$ cat config.mk
export PLATFORM = sky130hd
export DESIGN_NAME = pll_reset_sequencer
export DESIGN_NICKNAME = d
export VERILOG_FILES = /design/src/rtl/pll_rst_pkg.sv /design/src/rtl/sync_1bit.sv /design/src/rtl/pll_reset_sequencer.sv
export SDC_FILE = /design/constraint.sdc
export NUM_CORES = 1
export LEC_CHECK = 0
export ABC_AREA = 0
export CORE_UTILIZATION = 31
export DETAILED_ROUTE_END_ITERATION = 8
export DONT_BUFFER_PORTS = 1
export PLACE_DENSITY = 0.45
export SYNTH_ARGS = -nofsm -noshare
export SYNTH_HDL_FRONTEND = slang
export SYNTH_SLANG_ARGS = --single-unit
$ cat constraint.sdc
create_clock -name clk -period 3.1 [get_ports clk]
set_clock_uncertainty 0.05 [all_clocks]
set_input_delay 0.155 -clock clk [delete_from_list [all_inputs] [get_ports clk]]
set_output_delay 0.155 -clock clk [all_outputs]
set_load 0.01 [all_outputs]
$ cat src/rtl/pll_rst_pkg.sv
// Shared definitions for the PLL reset sequencer: FSM state codes and helpers.
// Latency: n/a (definitions only).
// Backpressure: n/a (no handshake interfaces).
package pll_rst_pkg;

    // FSM state codes; also exported on the debug 'state' port
    localparam logic [1:0] ST_WAIT_LOCK = 2'd0;
    localparam logic [1:0] ST_QUALIFY   = 2'd1;
    localparam logic [1:0] ST_STRETCH   = 2'd2;
    localparam logic [1:0] ST_RUN       = 2'd3;

    // Saturating 8-bit increment for event counters that must never wrap
    function automatic logic [7:0] sat_inc8(input logic [7:0] v);
        return (v == 8'hFF) ? v : v + 8'd1;
    endfunction

endpackage

$ cat src/rtl/sync_1bit.sv
// Single-bit multi-flop synchroniser for an asynchronous level input.
// Latency: N_STAGES clk edges from input change to output change.
// Backpressure: none; the output is a level that always follows the input.
module sync_1bit #(
    parameter int N_STAGES = 2
) (
    input  logic clk,
    input  logic rst_n,
    input  logic d,
    output logic q
);

    logic [N_STAGES-1:0] sync_q;

    // Shift chain: bit 0 takes the raw input, the last bit is the safe output
    always_ff @(posedge clk or negedge rst_n) begin
        if (!rst_n) begin
            sync_q <= '0;
        end else begin
            sync_q <= {sync_q[N_STAGES-2:0], d};
        end
    end

    assign q = sync_q[N_STAGES-1];

endmodule

$ cat src/rtl/pll_reset_sequencer.sv
// System reset sequencer: waits for a qualified PLL lock, stretches reset, then releases it.
// Latency: rst_n_out rises SYNC_STAGES+1+LOCK_CYCLES+RST_STRETCH edges after lock is first sampled.
// Backpressure: none; soft_rst_req is honoured only in RUN. Optional loss counter: PLL_RST_LOSS_COUNT_EN.
module pll_reset_sequencer
    import pll_rst_pkg::*;
#(
    parameter int SYNC_STAGES = 2,
    parameter int LOCK_CYCLES = 1024,
    parameter int RST_STRETCH = 16
) (
    input  logic       clk,
    input  logic       rst_n,
    input  logic       locked,
    input  logic       soft_rst_req,
    output logic       rst_n_out,
    output logic [1:0] state
`ifdef PLL_RST_LOSS_COUNT_EN
    ,
    output logic [7:0] loss_count
`endif
);

    // Counter is shared by QUALIFY and STRETCH, so size it for the longer of the two
    localparam int CNT_MAX = (LOCK_CYCLES > RST_STRETCH) ? LOCK_CYCLES : RST_STRETCH;
    localparam int CNT_W   = $clog2(CNT_MAX + 1);

    localparam logic [CNT_W-1:0] LOCK_LAST    = CNT_W'(LOCK_CYCLES - 1);
    localparam logic [CNT_W-1:0] STRETCH_LAST = CNT_W'(RST_STRETCH - 1);
    localparam logic [CNT_W-1:0] CNT_ONE      = CNT_W'(1);

    logic             lock_sync;
    logic [1:0]       state_nxt;
    logic [CNT_W-1:0] cnt;
    logic [CNT_W-1:0] cnt_nxt;

    // 'locked' comes from the PLL's own domain logic and must be synchronised before use
    sync_1bit #(
        .N_STAGES(SYNC_STAGES)
    ) u_lock_sync (
        .clk  (clk),
        .rst_n(rst_n),
        .d    (locked),
        .q    (lock_sync)
    );

    // Next-state and counter logic; lock loss is tested first so it beats a soft reset
    always_comb begin
        state_nxt = state;
        cnt_nxt   = cnt;
        case (state)
            ST_WAIT_LOCK: begin
                if (lock_sync) begin
                    state_nxt = ST_QUALIFY;
                    cnt_nxt   = '0;
                end
            end
            ST_QUALIFY: begin
                if (!lock_sync) begin
                    state_nxt = ST_WAIT_LOCK;
                    cnt_nxt   = '0;
                end else if (cnt == LOCK_LAST) begin
                    state_nxt = ST_STRETCH;
                    cnt_nxt   = '0;
                end else begin
                    cnt_nxt = cnt + CNT_ONE;
                end
            end
            ST_STRETCH: begin
                if (!lock_sync) begin
                    state_nxt = ST_WAIT_LOCK;
                    cnt_nxt   = '0;
                end else if (cnt == STRETCH_LAST) begin
                    state_nxt = ST_RUN;
                    cnt_nxt   = '0;
                end else begin
                    cnt_nxt = cnt + CNT_ONE;
                end
            end
            ST_RUN: begin
                if (!lock_sync) begin
                    state_nxt = ST_WAIT_LOCK;
                    cnt_nxt   = '0;
                end else if (soft_rst_req) begin
                    state_nxt = ST_STRETCH;
                    cnt_nxt   = '0;
                end
            end
            default: begin
                state_nxt = ST_WAIT_LOCK;
                cnt_nxt   = '0;
            end
        endcase
    end

    // State and counter registers; board reset clears everything so no sequence survives it
    always_ff @(posedge clk or negedge rst_n) begin
        if (!rst_n) begin
            state <= ST_WAIT_LOCK;
            cnt   <= '0;
        end else begin
            state <= state_nxt;
            cnt   <= cnt_nxt;
        end
    end

    // Dedicated output flop: glitch-free, high exactly while the FSM sits in RUN
    always_ff @(posedge clk or negedge rst_n) begin
        if (!rst_n) begin
            rst_n_out <= 1'b0;
        end else begin
            rst_n_out <= (state_nxt == ST_RUN);
        end
    end

`ifdef PLL_RST_LOSS_COUNT_EN
    // Count lock losses seen while the system was running; saturates rather than wrapping
    always_ff @(posedge clk or negedge rst_n) begin
        if (!rst_n) begin
            loss_count <= 8'd0;
        end else if ((state == ST_RUN) && (state_nxt == ST_WAIT_LOCK)) begin
            loss_count <= sat_inc8(loss_count);
        end
    end
`endif

endmodule
==> results.sh <==
export IMPL_status="finished, final reports clean"
export IMPL_power_frac_comb_pct=26.3
export IMPL_min_period_ns=2.23
export IMPL_synth_seq_area_share_pct=39.6
export IMPL_grt_pass1_vias=790
export IMPL_cp_data_required_time_ns=3.27
export IMPL_p_int_uw=342
export IMPL_vdd_drop_max_uv=230
export IMPL_seqPwrFrac_pct=46.2
export IMPL_clkPwrFrac_pct=27.5
export IMPL_worst_setup_path_type="flip-flop to flip-flop"
export IMPL_finalSetupTns_ns=0
export IMPL_grt_use_total_pct=14.6
export IMPL_synth_top_family_by_area="simple AND/OR/NAND/NOR gates"
export IMPL_setup_viol=0
export IMPL_hpwl_um=1640
export IMPL_hp_class="input pin to flip-flop"
export IMPL_critPathArrivalTime_ns=2.40
export IMPL_drt_iter0_markers=40
export IMPL_cts_tree="yes"
export IMPL_ios=7
export IMPL_dr_total_vias=856
export IMPL_die_x_um=59.1
export IMPL_wl_per_cell_um=13.7
export IMPL_wirelength_um=2190
export IMPL_post_cts_buffers=0
export IMPL_cts_resized=0
export IMPL_grt_pass1_wl_um=3750
export IMPL_gp_congestion=0.789
export IMPL_syn_inst=114
export IMPL_avgSynthCellArea_um2=8.88
export IMPL_fin_crit_sh_pct=71.9
export IMPL_io_buffers=0
export IMPL_clk_pin_slew_ns=0.11
export IMPL_fill_cells=318
export IMPL_switching_share_pct=34.5
export IMPL_endpoint_kind="flip-flop"
export IMPL_firstDrtPassIters=4
export IMPL_synth_cell_types=34
export IMPL_hold_viol=0
export IMPL_clock_sinks=16
export IMPL_power_uw=523
export IMPL_layout_commonest_cell="dfrtp_1"
export IMPL_synth_warnings=0
export IMPL_synth_adder_area_share_pct=7.42
export IMPL_coreArea_um2=3080
export IMPL_final_cell_mix="dfrtp_1, nand2_1, nor2_1"
export IMPL_cp_max_fo=12
export IMPL_start_util_pct=32.9
export IMPL_clk_latency_ns=0.29
export IMPL_syn_to_final_growth_pct=8.41
export IMPL_cts_buffer_depth=2
export IMPL_grt_max_degree=17
export IMPL_slew_headroom_pct=48.6
export IMPL_htree_levels=1
export IMPL_rsz0062_at_grt="no"
export IMPL_p_per_area_nw_per_um2=476
export IMPL_ys_seq_elements=16
export IMPL_clock_root_buffer="clkbuf_4"
export IMPL_fp_dieH_um=59.1
export IMPL_slew_violations=0
export IMPL_nets=127
export IMPL_drv_cap=0
export IMPL_synth_compound_area_share_pct=17.4
export IMPL_diodes=0
export IMPL_synth_xor_area_share_pct=1.73
export IMPL_postRouteAntennaNets=0
export IMPL_grt_antenna_before_repair=0
export IMPL_row_count=20
export IMPL_layout_drive_gt1_share_pct=5.17
export IMPL_power_leakage_uw=0.000449
export IMPL_via_per_inst=5.35
export IMPL_overflow=0
export IMPL_synth_simple_area_share_pct=29.4
export IMPL_power_switching_uw=180
export IMPL_clock_fmax_mhz=449
export IMPL_syn_num_nets=124
export IMPL_start_kind="flip-flop"
export IMPL_route_detailed_drc=0
export IMPL_cts_made_buffers=3
export IMPL_worst_slew_pin_slew_ns=0.769
export IMPL_netlist_area_um2=1010
export IMPL_synthMuxAreaShare_pct=0
export IMPL_die_area_um2=3500
[repair_timing]
item / in CTS / in global routing
hold buffers: 2 / 0
setup endpoints to repair: 0 / 0
hold endpoints to repair: 17 / 0
[worst paths after layout]
check	start	to	slack [ns]	cells after the start
max	state[1]	cnt[9]	0.87	6
max in group asynchronous	rst_n	cnt[4]	2.20	1
max reg2reg	state[1]	cnt[9]	0.87	6
min reg2reg	u_lock_sync.sync_q[0]	u_lock_sync.sync_q[1]	0.31	0
min	soft_rst_req	cnt[2]	0.14	3
min in group asynchronous	rst_n	state[0]	0.32	1
[stage by stage]
stage	cells	setup slack, ns	hold slack, ns	util, %	area, um^2
floorplan	114	1.17	-0.191	-	1010
global placement	154	0.939	-0.190	33.8	1040
detailed placement	154	0.911	-0.190	33.8	1040
CTS	160	0.874	0.142	35.7	1100
global route	160	0.770	0.160	35.7	1100
finish	160	0.872	0.144	35.7	1100
[layout make-up]
type	instances	area [um^2]	share of cell area [%]
Clock buffer	4	36.3	3.31
Inverter	5	18.8	1.71
Multi-Input combinational cell	89	567	51.7
Sequential cell	16	400	36.5
Tap cell	44	55.1	5.02
Timing Repair Buffer	2	20.0	1.82
[cells by family after synthesis]
family,after synthesis
and+or+nand+nor,56
xor gates and xnor gates,2
AOI/OAI and AO/OA,25
buffers and inverters,9
adders and majority gates,6
DFF,16
[metal layers]
layer / up-vias / global-route usage [%] / wire length [um]
met1: 417 / 20.7 / 1090
li1: 424 / - / -
met3: 2 / 4.15 / 101
met2: 13 / 21.8 / 977
met5: - / 0 / 0
met4: 0 / 4.08 / 21
[Yosys cell counts]
master | n | area (um^2)
a21oi_1 | 5 | 25.0
a31oi_1 | 2 | 12.5
a31oi_2 | 1 | 12.5
and2_1 | 1 | 6.26
and3_1 | 3 | 18.8
and3b_1 | 2 | 17.5
and4_1 | 1 | 8.76
buf_2 | 3 | 15.0
buf_6 | 1 | 11.3
dfrtp_1 | 16 | 400
ha_1 | 6 | 75.1
inv_1 | 5 | 18.8
nand2_1 | 15 | 56.3
nand2b_1 | 1 | 6.26
nand3_1 | 5 | 25.0
nand4_1 | 2 | 12.5
nor2_1 | 9 | 33.8
nor2b_1 | 6 | 37.5
nor3_1 | 2 | 10.0
nor3_2 | 1 | 10.0
nor4_1 | 4 | 25.0
nor4b_1 | 1 | 8.76
o2111a_1 | 1 | 11.3
o2111ai_1 | 3 | 26.3
o211a_1 | 1 | 10.0
o211ai_1 | 2 | 15.0
o21ai_0 | 5 | 25.0
o221ai_1 | 1 | 8.76
o22ai_1 | 1 | 6.26
o311ai_1 | 1 | 8.76
o31ai_1 | 2 | 15.0
or2_1 | 1 | 6.26
or4_1 | 2 | 15.0
xnor2_1 | 2 | 17.5
[power by group through the flow]
stage / combinational (uW) / clock (uW) / sequential, uW
after CTS: 138 / 150 / 241
final: 138 / 143 / 242
after global placement: 134 / 0 / 245
after global routing: 155 / 158 / 244
after detailed placement: 130 / 0 / 246
after floorplan: 107 / 0 / 241
[critical path, stage by stage, from the launching register on]
cell and delay [ns]:
dfrtp_1 0.52, inv_1 0.13, ha_1 0.19, nor2b_1 0.18, or2_1 0.39, or4_1 0.55
a21oi_1 0.14
[state kept, by name, summed over array words and instances, names as in the netlist]
name and flops:
cnt 11, rst_n_out 1, state 2, u_lock_sync.sync_q 2
No activity file was read; power rests on OpenSTA's default activity.
